$ cat config.mk
export PLATFORM = sky130hd
export DESIGN_NAME = ipm_frame_reader
export DESIGN_NICKNAME = d
export VERILOG_FILES = /design/src/rtl/ipm_frame_reader.sv
export SDC_FILE = /design/constraint.sdc
export NUM_CORES = 1
export LEC_CHECK = 0
export CAP_MARGIN = 20
export CELL_PAD_IN_SITES_DETAIL_PLACEMENT = 1
export CELL_PAD_IN_SITES_GLOBAL_PLACEMENT = 2
export CORE_MARGIN = 10
export CORE_UTILIZATION = 25
export CTS_CLUSTER_DIAMETER = 30
export CTS_CLUSTER_SIZE = 8
export DETAILED_ROUTE_END_ITERATION = 16
export PLACE_DENSITY = 0.69
export SETUP_SLACK_MARGIN = 0.02
export SLEW_MARGIN = 20
export SYNTH_ARGS = -nofsm -noshare
export SYNTH_HDL_FRONTEND = slang
export SYNTH_SLANG_ARGS = --single-unit
$ cat constraint.sdc
create_clock -name clk -period 7.23 [get_ports clk]
set_input_delay 1.0845 -clock clk [delete_from_list [all_inputs] [get_ports clk]]
set_output_delay 1.0845 -clock clk [all_outputs]
set_load 0.01 [all_outputs]
$ cat src/rtl/ipm_frame_reader.sv
// VGA raster reader for the IPM double-buffered frame store: generates 640x480 timing,
// reads the display bank in raster order and swaps banks at vsync start once a frame is ready.
module ipm_frame_reader #(
   parameter int unsigned CAM_DATA_WIDTH = 12,
   parameter int unsigned CAM_LINE       = 9,
   parameter int unsigned CAM_PIXEL      = 10,
   parameter int unsigned CLK_DIV        = 4,
   parameter int unsigned H_ACTIVE       = 640,
   parameter int unsigned H_FP           = 16,
   parameter int unsigned H_SYNC         = 96,
   parameter int unsigned H_BP           = 48,
   parameter int unsigned V_ACTIVE       = 480,
   parameter int unsigned V_FP           = 10,
   parameter int unsigned V_SYNC         = 2,
   parameter int unsigned V_BP           = 33
) (
   input  logic                          clk,
   input  logic                          reset,
   input  logic                          i_frame_done,
   output logic                          o_rd_buf,
   output logic                          o_wr_buf,
   output logic [CAM_LINE+CAM_PIXEL-1:0] o_rd_addr,
   input  logic [CAM_DATA_WIDTH-1:0]     i_rd_data,
   output logic [3:0]                    o_red,
   output logic [3:0]                    o_green,
   output logic [3:0]                    o_blue,
   output logic                          o_hsync,
   output logic                          o_vsync,
   output logic                          o_de,
   output logic                          o_frame_start
);

   localparam int unsigned H_TOTAL  = H_ACTIVE + H_FP + H_SYNC + H_BP;
   localparam int unsigned V_TOTAL  = V_ACTIVE + V_FP + V_SYNC + V_BP;
   localparam int unsigned HS_START = H_ACTIVE + H_FP;
   localparam int unsigned HS_END   = HS_START + H_SYNC - 1;
   localparam int unsigned VS_START = V_ACTIVE + V_FP;
   localparam int unsigned VS_END   = VS_START + V_SYNC - 1;
   localparam int unsigned HW       = $clog2(H_TOTAL);
   localparam int unsigned VW       = $clog2(V_TOTAL);
   localparam int unsigned DW       = $clog2(CLK_DIV);
   localparam int unsigned AW       = CAM_LINE + CAM_PIXEL;

   logic [DW-1:0] div_q, div_d;
   logic [HW-1:0] h_q, h_d, next_h;
   logic [VW-1:0] v_q, v_d, next_v;
   logic [AW-1:0] addr_q, addr_d;
   logic [3:0]    red_q, red_d, green_q, green_d, blue_q, blue_d;
   logic          de_q, de_d, hsync_q, hsync_d, vsync_q, vsync_d;
   logic          fs_q, fs_d, pending_q, pending_d;
   logic          rd_buf_q, rd_buf_d, wr_buf_q, wr_buf_d;
   logic          tick, cur_active, next_active, swap_pt;

   // Pixel-tick divider and raster position after this tick
   always_comb begin
      tick   = (div_q == DW'(CLK_DIV - 1));
      div_d  = tick ? '0 : div_q + DW'(1);
      next_h = (h_q == HW'(H_TOTAL - 1)) ? '0 : h_q + HW'(1);
      next_v = v_q;
      if (h_q == HW'(H_TOTAL - 1)) begin
         next_v = (v_q == VW'(V_TOTAL - 1)) ? '0 : v_q + VW'(1);
      end
      cur_active  = (h_q < HW'(H_ACTIVE)) && (v_q < VW'(V_ACTIVE));
      next_active = (next_h < HW'(H_ACTIVE)) && (next_v < VW'(V_ACTIVE));
   end

   // Counters, prefetch address and output stage; outputs lag the counters by one tick
   always_comb begin
      h_d     = h_q;
      v_d     = v_q;
      addr_d  = addr_q;
      red_d   = red_q;
      green_d = green_q;
      blue_d  = blue_q;
      de_d    = de_q;
      hsync_d = hsync_q;
      vsync_d = vsync_q;
      fs_d    = tick && (h_q == '0) && (v_q == '0);
      if (tick) begin
         h_d = next_h;
         v_d = next_v;
         if (next_active) begin
            addr_d = {CAM_LINE'(next_v), CAM_PIXEL'(next_h)};
         end
         de_d    = cur_active;
         red_d   = cur_active ? i_rd_data[11:8] : 4'h0;
         green_d = cur_active ? i_rd_data[7:4]  : 4'h0;
         blue_d  = cur_active ? i_rd_data[3:0]  : 4'h0;
         hsync_d = ~((h_q >= HW'(HS_START)) && (h_q <= HW'(HS_END)));
         vsync_d = ~((v_q >= VW'(VS_START)) && (v_q <= VW'(VS_END)));
      end
   end

   // Bank swap only at vsync start; a done pulse coincident with a swap stays recorded
   always_comb begin
      swap_pt   = tick && (h_q == '0) && (v_q == VW'(VS_START));
      pending_d = pending_q;
      rd_buf_d  = rd_buf_q;
      wr_buf_d  = wr_buf_q;
      if (swap_pt && pending_q) begin
         rd_buf_d  = ~rd_buf_q;
         wr_buf_d  = rd_buf_q;
         pending_d = 1'b0;
      end
      if (i_frame_done) begin
         pending_d = 1'b1;
      end
   end

   always_ff @(posedge clk or posedge reset) begin
      if (reset) begin
         div_q     <= '0;
         h_q       <= '0;
         v_q       <= '0;
         addr_q    <= '0;
         red_q     <= 4'h0;
         green_q   <= 4'h0;
         blue_q    <= 4'h0;
         de_q      <= 1'b0;
         hsync_q   <= 1'b1;
         vsync_q   <= 1'b1;
         fs_q      <= 1'b0;
         pending_q <= 1'b0;
         rd_buf_q  <= 1'b0;
         wr_buf_q  <= 1'b1;
      end else begin
         div_q     <= div_d;
         h_q       <= h_d;
         v_q       <= v_d;
         addr_q    <= addr_d;
         red_q     <= red_d;
         green_q   <= green_d;
         blue_q    <= blue_d;
         de_q      <= de_d;
         hsync_q   <= hsync_d;
         vsync_q   <= vsync_d;
         fs_q      <= fs_d;
         pending_q <= pending_d;
         rd_buf_q  <= rd_buf_d;
         wr_buf_q  <= wr_buf_d;
      end
   end

   assign o_rd_addr     = addr_q;
   assign o_red         = red_q;
   assign o_green       = green_q;
   assign o_blue        = blue_q;
   assign o_de          = de_q;
   assign o_hsync       = hsync_q;
   assign o_vsync       = vsync_q;
   assign o_frame_start = fs_q;
   assign o_rd_buf      = rd_buf_q;
   assign o_wr_buf      = wr_buf_q;

endmodule
* Yosys cells after proc, flatten, opt, wreduce, memory -nomap -nowiden
Cells that the tools add are included.
** Storage, ports and cells
- RAM bits :: 0
- Memories kept :: 0
- Register bits :: 60
- Memory bits (read-only) :: 0
- Latch bits :: 0
- Output and inout bits :: 37
** Cells by class
- Reduce and logical (&&, ||, !) cells :: 12
- Divide/modulo/power cells :: 0
- Bitwise gates (word level) :: 3
- Order comparisons :: 8
- Multiplexer cells :: 9
- Shifts and indexed selects :: 0
- $mul :: 0
- Equality and inequality tests :: 4
- Add/subtract/negate cells :: 3
** Operators with widths (count)
- 10-bit two-way mux :: 3
- 10-bit by 1-bit adder with 10-bit output, second input constant :: 2
- 10-bit == test, second input constant :: 2
- 10-bit logical NOT :: 2
- 10-bit less-than comparator, second input constant :: 2
- 10-bit by 9-bit less-than comparator with 1-bit output, second input constant :: 2
- 4-bit two-way mux :: 3
- 10-bit by 9-bit == test with 1-bit output, second input constant :: 1
- 10-bit greater-or-equal comparator, second input constant :: 1
- 10-bit by 9-bit greater-or-equal comparator with 1-bit output, second input constant :: 1
- 10-bit less-or-equal comparator, second input constant :: 1
- 10-bit by 9-bit less-or-equal comparator with 1-bit output, second input constant :: 1
- 1-bit logical AND :: 8
- 1-bit NOT :: 3
- 2-bit by 1-bit adder with 2-bit output, second input constant :: 1
- 2-bit == test, second input constant :: 1
- 1-bit two-way mux :: 2
- 2-bit two-way mux :: 1
- 2-bit AND reduction :: 1
- 2-bit nonzero test :: 1

* Depth between registers and ports, before layout
- Depth in word-level cells :: 6
- Mapped depth :: 11

* Worst setup path before layout
Ideal clock, no wire load.
- Path kind :: reg2reg
- Start point :: register h_q[0]
- End point :: register addr_q[0], in the netlist o_rd_addr[0]
- Cell stages (with the launch flop) :: 11
- Slack :: 4848 ps
- Data arrival time :: 2257 ps
- Path buffers :: 3
- Cells stage by stage :: dfrtp_1 ha_1 and4_1 buf_2 and3_1 a211oi_1 o32a_2 o21a_1 buf_6 buf_12 mux2_4
** On the way
- Cells in the longest elaborated chain, start to end :: 5
- Elaborated cells between the ends (all ways) :: 8
** RTL lines
- start: declaration :: RTL line 45 : logic [HW-1:0] h_q, h_d, next_h;
- start signal: assignment :: RTL line 113 : h_q <= '0;
- start signal: assignment :: RTL line 128 : h_q <= h_d;
- 10-bit by 1-bit adder with 10-bit output / 10-bit == test (equally long branches) :: RTL line 58, 60
- 10-bit two-way mux (on tied branches) :: RTL line 58, 60
- 10-bit less-than comparator / 10-bit by 9-bit less-than comparator with 1-bit output (equally long branches) :: RTL line 64 : next_active = (next_h < HW'(H_ACTIVE)) && (next_v < VW'(V_ACTIVE));
- 1-bit logical AND :: RTL line 64
- 2-bit AND reduction (no line)
- end signal: assignment :: RTL line 130 : addr_q <= addr_d;
- end: declaration :: RTL line 47 : logic [AW-1:0] addr_q, addr_d;
Parallel ways exist; a longest one is shown, timed or not.
A chain may end at the register's enable or synchronous reset.

* Final worst setup path
- Start point :: register h_q[0]
- End point :: register addr_q[14], in the netlist o_rd_addr[14]
Same word-level chain as after synthesis.

==> results.ini <==
[outcome]
outcome = finished, final reports clean

[timing]
finalHoldViolations = 0
worst_slew_margin_rel_pct = 47.86
fmax_mhz = 324.9
tightest_slew_ns = 0.7821
rsz0062_at_grt = no
final_max_slew_viol_count = 0
finalSetupTns_ns = 0
skew_ns = 0.009215
period_share_pct = 42.57
finalSetupViolCount = 0
layout_min_cycle_time_ns = 3.078

[detailed_routing]
drc_errors = 0
post_drt_wl_per_cell_um = 16.27
dr.pass1.iters = 4
drtIter0Drc = 90
wl_um = 7760
vias_per_cell = 4.686
vias = 2235
drtAntennaViolNets = 0

[setup_path]
crit_buf_inv = 0
cp_slowest_cell = and3_1
reg2reg_slack_ns = 4.15
cpPeakStageDelay_ns = 0.56
critPathKind = register to register
path_cells = ha_1, and4_1, and3_1, o21ai_0, a31oi_1, o21a_2, mux2_2
start_kind = register
cp_max_fo = 19
cp_data_required_time_ns = 7.44
end_kind = register
arrival_ns = 3.29
cp_top_family = simple AND/OR/NAND/NOR gates

[yosys]
synth_warnings = 0
async_flop_share_pct = 100.0
netlist_area_um2 = 3047
synth-seq-cells = 60
ys_seq_area_share_pct = 49.40
avgSynthCellArea_um2 = 10.88
synth_nets = 300
synth_cell_types = 48
ys.flop_type = dfrtp_1
synth_cells = 280
synth_edf_count = 0

[cts]
insertion_delay_ns = 0.33
htreeDepth = 3
cts_tree = yes
clk_pin_slew_ns = 0.06
cts.repair.resized = 0
ctsLongestPathBuffers = 2
cts_sinks = 60
cts_setup_buffers = 0
cts_buffers = 9
cts_root_buf = clkbuf_16
hold_buffers = 0

[floorplanning]
die_h_um = 130.4
die_x_um = 130.4
start_util_pct = 25.47
ioPinCount = 52
dieArea_um2 = 17000
fp-row-count = 40
placeableCoreArea_um2 = 11960

[flow_run]
drv_cap = 0

[global_route]
grt_pass1_wl_um = 12830
grt_max_degree = 61
grtUsageTotal_pct = 9.525
grt_pass1_vias = 2366
globalRoute.totalOverflow = 0
grt_antenna_before_repair = 0

[power_and_ir_drop]
p_leak_nw = 1.638
power_density_nw_per_um2 = 214.3
irDropWorstVdd_mv = 0.1132

[final_layout]
design_area_um2 = 3951
finalNonFillerCells = 477
final_layout_size_suffix_gt1_share_pct = 15.76
antenna_cells = 0
area_growth_pct = 29.69
final_nets = 345

[placed_design]
gp_congestion = 0.7663
place_inst = 461
dpl_cell_area_um2 = 3617
numPortBuffers = 51
dp_hpwl_um = 5473

[min_path]
hold_class = register to register

## per-stage QoR
step / power [W] / hold slack (ns) / utilization, % / setup WS, ns
final: 0.0008466 / 0.4276 / 33.03 / 4.152
after global routing: 0.0008781 / 0.4570 / 33.03 / 3.988
after CTS: 0.0008604 / 0.4319 / 33.02 / 3.787
after detailed placement: 0.0003758 / 0.4187 / 30.24 / 3.808
after global placement: 0.0003753 / 0.4148 / 30.24 / 3.898
after floorplan: 0.0003571 / 0.4031 / - / 4.666
## logic make-up (layout without fill, tap and decap cells)
group	count (synthesis)	after routing	synth area share (%)
AOI/OAI and AO/OA	48	48	11.25
buffers and inverters	30	80	6.036
muxes	22	22	8.953
and+or+nand+nor	94	94	16.26
xor gates and xnor gates	21	21	6.037
DFF	60	60	49.40
adders and majority gates	5	5	2.053
## cell usage in the layout, fill, tap and decap left out, drive strengths merged, types with 2 or more instances in the layout
| cell | count |
|---|---|
| dfrtp | 57 |
| clkdlybuf4s50 | 51 |
| nand2 | 28 |
| mux2 | 21 |
| nor2 | 16 |
| o21ai | 15 |
| xnor2 | 13 |
| a22o | 12 |
| nor3 | 11 |
| nand3 | 11 |
| inv | 11 |
| clkbuf | 10 |
| xor2 | 8 |
| ha | 5 |
| nand4 | 5 |
| a21o | 4 |
| o31ai | 4 |
| and2 | 3 |
| and3 | 3 |
| a211oi | 3 |
| or3 | 3 |
| nor4 | 3 |
| a21oi | 3 |
| dfstp | 3 |
| buf | 3 |
| and4 | 2 |
| nand4b | 2 |
| a31oi | 2 |
| nand2b | 2 |
| nor2b | 2 |
| a2bb2oi | 2 |
| bufinv | 2 |
| clkinv | 2 |
## cell usage after synthesis (2+ instances only)
cell / count / area share (%)
xnor2_1: 13 / 3.7
and4_1: 2 / 0.58
a22o_1: 12 / 3.4
nor4_1: 3 / 0.62
xor2_1: 8 / 2.3
nand2_1: 28 / 3.4
inv_1: 9 / 1.1
ha_1: 5 / 2.1
mux2_4: 7 / 3.4
o21ai_0: 15 / 2.5
a31oi_1: 2 / 0.41
dfrtp_1: 57 / 47
nor2b_1: 2 / 0.41
nand4b_1: 2 / 0.58
a21o_1: 4 / 0.99
nor2_1: 16 / 2.0
clkbuf_1: 4 / 0.49
and3_1: 3 / 0.62
a211oi_1: 3 / 0.74
buf_4: 5 / 1.2
nand3_1: 9 / 1.5
nor3_1: 10 / 1.6
buf_6: 4 / 1.5
nand2b_1: 2 / 0.41
buf_2: 4 / 0.66
o31ai_1: 4 / 0.99
dfstp_2: 3 / 2.6
nand4_1: 4 / 0.82
mux2_2: 14 / 5.2
a21oi_1: 3 / 0.49
or3_1: 3 / 0.62
a2bb2oi_1: 2 / 0.58
and2_1: 3 / 0.62
## report_power, final
part	leakage, nW	internal [W]	total [W]	switching, W
Combinational	0.714	0.0000155	0.0000273	0.0000118
Sequential	0.765	0.000339	0.000341	0.00000184
Clock	0.160	0.000314	0.000478	0.000164
Total	1.64	0.000669	0.000847	0.000178
## worst reg2reg max path: stages, from the launching register on
cell	delay, ns
dfrtp_1	0.41
ha_1	0.29
and4_1	0.37
and3_1	0.56
o21ai_0	0.18
a31oi_1	0.20
o21a_2	0.55
mux2_2	0.41
## routing by layer
| metal | up-vias | routed length [um] | share of wire [%] | GRT usage (%) |
|---|---|---|---|---|
| li1 | 1072 | - | - | - |
| met1 | 1123 | 3395 | 44 | 11.39 |
| met2 | 29 | 3876 | 50 | 15.51 |
| met3 | 11 | 349 | 4.5 | 3.384 |
| met4 | 0 | 138 | 1.8 | 3.401 |
| met5 | - | 0 | 0 | 0 |
## sequential cells by signal (all words and copies together), names as in the netlist
| register | cells |
|---|---|
| o_rd_addr | 19 |
| h_q | 10 |
| v_q | 10 |
| o_blue | 4 |
| o_green | 4 |
| o_red | 4 |
| div_q | 2 |
| o_de | 1 |
| o_frame_start | 1 |
| o_hsync | 1 |
| o_rd_buf | 1 |
| o_vsync | 1 |
| o_wr_buf | 1 |
| pending_q | 1 |
## path summary, 6_finish.rpt
path,start,to,cells after the start
worst min-delay path,div_q[0]$_DFF_PP0_,div_q[0]$_DFF_PP0_,1
min in group asynchronous,reset,o_blue[2]$_DFFE_PP0P_,3
worst max register to register,h_q[0]$_DFFE_PP0P_,o_rd_addr[14]$_DFFE_PP0P_,7
worst max-delay path,h_q[0]$_DFFE_PP0P_,o_rd_addr[14]$_DFFE_PP0P_,7
worst min register to register,div_q[0]$_DFF_PP0_,div_q[0]$_DFF_PP0_,1
max in group asynchronous,reset,v_q[8]$_DFFE_PP0P_,3
## area by class of cell
| class | count | area (um2) |
|---|---|---|
| clock buffer | 10 | 239.0 |
| clock inverter | 6 | 93.84 |
| fill | 1313 | 8010 |
| inverter | 10 | 37.54 |
| multi-input combinational | 190 | 1359 |
| sequential | 60 | 1505 |
| tap | 147 | 183.9 |
| timing repair buffer | 54 | 533.0 |
(Power assumes the default switching activity.)
